**src/rtl/geofence_collector.sv**
```systemverilog
// rtl/geofence_collector.sv - collects per-object geofence verdicts into an indexed FWFT result FIFO with counters
module geofence_collector #(
    parameter int DEPTH = 4,
    parameter int CNT_W = 8
) (
    input  logic                     clk,
    input  logic                     reset,
    input  logic                     valid,
    input  logic                     is_inside,
    input  logic                     clear,
    output logic                     out_valid,
    input  logic                     out_ready,
    output logic [CNT_W-1:0]         out_idx,
    output logic                     out_inside,
    output logic [CNT_W-1:0]         total_cnt,
    output logic [CNT_W-1:0]         inside_cnt,
    output logic [$clog2(DEPTH):0]   level,
    output logic                     overflow
);

    localparam int PW = $clog2(DEPTH);
    localparam int LW = PW + 1;
    localparam logic [PW-1:0]    PTR_ONE = PW'(1);
    localparam logic [LW-1:0]    LVL_ONE = LW'(1);
    localparam logic [LW-1:0]    LVL_FULL = LW'(DEPTH);
    localparam logic [CNT_W-1:0] CNT_ONE = CNT_W'(1);
    localparam logic [CNT_W-1:0] CNT_MAX = '1;

    logic [CNT_W-1:0] mem_idx    [DEPTH];
    logic             mem_inside [DEPTH];
    logic [PW-1:0]    wr_ptr;
    logic [PW-1:0]    rd_ptr;

    logic empty;
    logic full;
    logic do_pop;
    logic do_push;
    logic drop;

    assign empty = (level == '0);
    assign full  = (level == LVL_FULL);

    // A pop frees a slot on the same edge, so a full FIFO still takes the push.
    assign do_pop  = !clear && !empty && out_ready;
    assign do_push = !clear && valid && (!full || do_pop);
    assign drop    = !clear && valid && full && !do_pop;

    always_ff @(posedge clk or negedge reset) begin
        if (!reset) begin
            wr_ptr     <= '0;
            rd_ptr     <= '0;
            level      <= '0;
            total_cnt  <= '0;
            inside_cnt <= '0;
            overflow   <= 1'b0;
        end else if (clear) begin
            wr_ptr     <= '0;
            rd_ptr     <= '0;
            level      <= '0;
            total_cnt  <= '0;
            inside_cnt <= '0;
            overflow   <= 1'b0;
        end else begin
            if (do_push) begin
                wr_ptr <= wr_ptr + PTR_ONE;
            end
            if (do_pop) begin
                rd_ptr <= rd_ptr + PTR_ONE;
            end
            case ({do_push, do_pop})
                2'b10:   level <= level + LVL_ONE;
                2'b01:   level <= level - LVL_ONE;
                default: level <= level;
            endcase
            // Dropped results still count: the index tracks objects evaluated, not stored.
            if (valid) begin
                total_cnt <= total_cnt + CNT_ONE;
                if (is_inside && (inside_cnt != CNT_MAX)) begin
                    inside_cnt <= inside_cnt + CNT_ONE;
                end
            end
            if (drop) begin
                overflow <= 1'b1;
            end
        end
    end

    always_ff @(posedge clk) begin
        if (do_push) begin
            mem_idx[wr_ptr]    <= total_cnt;
            mem_inside[wr_ptr] <= is_inside;
        end
    end

    // Storage is not reset; gating on empty keeps the head outputs at zero in reset and after clear.
    assign out_valid  = !empty;
    assign out_idx    = empty ? '0 : mem_idx[rd_ptr];
    assign out_inside = empty ? 1'b0 : mem_inside[rd_ptr];

endmodule

```
**config.mk**
```make
export PLATFORM = sky130hd
export DESIGN_NAME = geofence_collector
export DESIGN_NICKNAME = d
export VERILOG_FILES = /design/src/rtl/geofence_collector.sv
export SDC_FILE = /design/constraint.sdc
export NUM_CORES = 1
export LEC_CHECK = 0
export BUFFER_PORTS_ARGS = -buffer_cell sky130_fd_sc_hd__buf_4
export CORE_UTILIZATION = 57
export CTS_CLUSTER_DIAMETER = 50
export DETAILED_ROUTE_END_ITERATION = 6
export HOLD_SLACK_MARGIN = 0.15
export PLACE_DENSITY = 0.79
export REMOVE_ABC_BUFFERS = 1
export SLEW_MARGIN = 30
export SYNTH_ARGS = -nofsm -noshare
export SYNTH_HDL_FRONTEND = slang
export SYNTH_SLANG_ARGS = --single-unit
```
**constraint.sdc**
```tcl
create_clock -name clk -period 2.9 [get_ports clk]
set_clock_uncertainty 0.05 [all_clocks]
set_input_delay 0.145 -clock clk [delete_from_list [all_inputs] [get_ports clk]]
set_output_delay 0.145 -clock clk [all_outputs]
set_load 0.02 [all_outputs]
```
==> flow_summary.ini <==
[synth]
yosys.area.top_type = edfxtp_1
synth-seq-cells = 60
synthTopCellsByArea = edfxtp_1 40%, dfrtp_1 22%, mux4_2 7.5%
yosys_warnings = 0
syn-instance-count = 199
synth_top_area_share_pct = 39.9
synth_ff_type = edfxtp_1
avgSynthCellArea_um2 = 13.6
synth_area_mm2 = 0.00271
seq_area_frac_synth_pct = 62.1
synth-edff-count = 36
yosys.cell_types.count = 41
synth_async_sr_flop_share_pct = 40.0

[final_layout]
fin_nets = 253
diodes = 0
utilization_pct = 71.6
post_route_cells_drive_above_1_share_pct = 24.9
area_growth_pct = 18.3

[clock_network]
cts_tree = done
cts_resized = 0
cts_root_buf = clkbuf_8
numCtsBuffers = 9
clockBufferDepth = 2
post_cts.repair.setup_buffers = 0
clkTransAtPathRegs_ps = 60
htreeDepth = 3
clkLatencyLatePin_ps = 320
cts_sinks = 60

[timing]
setup-tns-final_ps = 0
rsz0062_at_grt = no
slew_headroom_pct = 55.1
worst_pin_slew_ps = 673
min_period_over_period_pct = 86.4
min_period_ps = 2510
setup_viol = 0
fin_ws_ps = 393
fmax_mhz = 399
finalHoldViolCount = 0
finalMaxSlewViolations = 0
fin_worst_hold_slack_ps = 180

[global_route]
grt_usage_pct = 22.0
grt_remaining_overflow = 0
antenna_found_initial = 0
grt_pass1_wl_um = 8120
grt_max_degree = 27
grt_pass1_vias = 1667

[place]
hpwl_um = 3250
preCtsSetupSlack_ps = 413
portBuffers = 35
gp_congestion = 0.747

[status]
status = complete, no violations

[setup_path]
cpPeakStageDelay_ps = 490
cpMaxStageDelayCell = or3b_2
critPathCaptureType = register
cp.required_ps = 3050
worstPathMaxFanout = 10
crit_arrival_ps = 2650
r2r_slack_ps = 390
worstSetupStartpointType = register
critPathKind = reg -> reg
crit_path_cell_trace = or3_1 -> nand2_1 -> nor3_1 -> fa_1 -> or3b_2 -> and3_1 -> a31oi_1 -> a21oi_1
r2r_end = level[2]
r2r-start = level[0]
r2r.worst_path.cells = 8
critPathBufInv = 0
cp_top_family = simple AND/OR/NAND/NOR gates

[floorplan]
dieArea_mm2 = 0.00503
start_util_pct = 60.5
die_h_um = 70.9
coreArea_mm2 = 0.00447
row_count = 24
io_pins = 36
die_w_um = 70.9

[detailed_routing]
dr.pass1.iters = 6
dr_total_vias = 1706
ant_nets = 0
drt_iter0_markers = 156
routed_via_density = 5.74
drc = 0
drt_wl_total_um = 4900
wl_per_cell_um = 16.5

[hold_path]
hold_class = in -> reg
hold-path-endpoint = overflow
worstHoldStart = valid
whs_path_depth = 3

[pwr]
clockPowerShare_pct = 34.9
pwr-share-comb_pct = 12.5
pwr-share-seq_pct = 52.6
switching_share_pct = 24.1
p_per_area_mw_per_mm2 = 575
power_mw = 1.84
vdd_drop_max_v = 0.000396
p_sw_mw = 0.444
p_int_mw = 1.40
p_leak_nw = 1.32

[flow_run]
maxCapViolations = 0
[worst reg2reg max path: cells and delay by family (launching register included)]
family / cells / cell delay (ps)
AO/OA/AOI/OAI: 2 / 210
flip-flops: 1 / 470
AND/OR/NAND/NOR: 5 / 1240
adder cells (fa/ha/maj): 1 / 400
[state kept, by name (all words and copies together) (netlist names)]
name,count
rd_ptr,2
inside_cnt,8
total_cnt,8
mem_idx,32
wr_ptr,2
mem_inside,4
overflow,1
level,3
[what timing repair did]
action / 4_1_cts / 5_1_grt
endpoints found under the setup margin: 0 / 0
hold endpoints to repair: 44 / 0
hold buffers: 3 / 0
[metal layers]
| layer | GRT usage [%] | up-vias | routed length [µm] |
|---|---|---|---|
| li1 | - | 817 | - |
| met1 | 29.9 | 822 | 2240 |
| met2 | 33.8 | 60 | 2350 |
| met3 | 5.70 | 7 | 241 |
| met4 | 10.2 | 0 | 65 |
| met5 | 0 | - | 0 |
[placed cells by master (no fill, tap or decap), types with 2 or more instances in the layout]
cell type	count
a2111oi_0	2
a21oi_1	7
a31oi_1	3
and2_1	13
and3_1	2
buf_4	36
clkbuf_1	5
clkbuf_8	11
dfrtp_1	24
dlygate4sd3_1	3
edfxtp_1	36
ha_1	6
inv_1	6
mux2i_1	2
mux4_2	9
nand2_1	10
nand3_1	4
nand3b_1	2
nand4_1	3
nor2_1	19
nor3_1	2
o21ai_0	6
o31ai_1	3
or3_1	4
or4_1	2
xnor2_1	4
xor2_1	7
[worst max-delay path by stage]
stage                     startpoint  depth (start not counted)       end  slack [ps]
after floorplan             level[0]                          8  level[2]         200
after global placement      level[0]                          8  level[2]         470
after detailed placement    level[0]                          8  level[2]         410
after CTS                   level[0]                          8  level[2]         410
after global routing        level[0]                          8  level[2]         250
final                       level[0]                          8  level[2]         390
[Yosys cell counts, drive strengths merged (3+ instances only)]
library cell,n
xnor2,4
buf,4
and3,3
o31ai,3
o21ai,6
ha,6
dfrtp,24
edfxtp,36
mux4,9
and2,13
xor2,7
clkbuf,5
a21oi,7
nand3,4
nor2,19
inv,6
a31oi,3
nand2,10
or3,4
nand4,3
[cell families after synthesis]
kind of cell	synth area share (%)
DFF	62.1
and+or+nand+nor	13.6
adders and majority gates	3.51
AOI/OAI and AO/OA	6.74
muxes	8.22
xor gates and xnor gates	3.56
buffers and inverters	2.31
[layout make-up]
| cell class | count | area (µm²) |
|---|---|---|
| Fill cell | 320 | 1270 |
| Inverter | 6 | 22.5 |
| Tap cell | 52 | 65.1 |
| Sequential cell | 60 | 1680 |
| Clock buffer | 16 | 170 |
| Multi-Input combinational cell | 124 | 965 |
| Timing Repair Buffer | 39 | 300 |
[power groups by stage]
stage          Combinational (mW)  Sequential (mW)  Clock (mW)
5_1_grt                     0.252            0.974       0.702
2_1_floorplan               0.128            0.988           0
3_5_place_dp                0.229            0.987           0
6_report                    0.230            0.969       0.643
4_1_cts                     0.233            0.970       0.658
3_3_place_gp                0.225            0.984           0
[metrics by stage]
stage,cell area [µm²],instances
2_1_floorplan,2670,190
3_3_place_gp,3000,278
3_5_place_dp,3000,278
4_1_cts,3200,297
5_1_grt,3200,297
6_report,3200,297
Power figures use the tool's default switching activity.
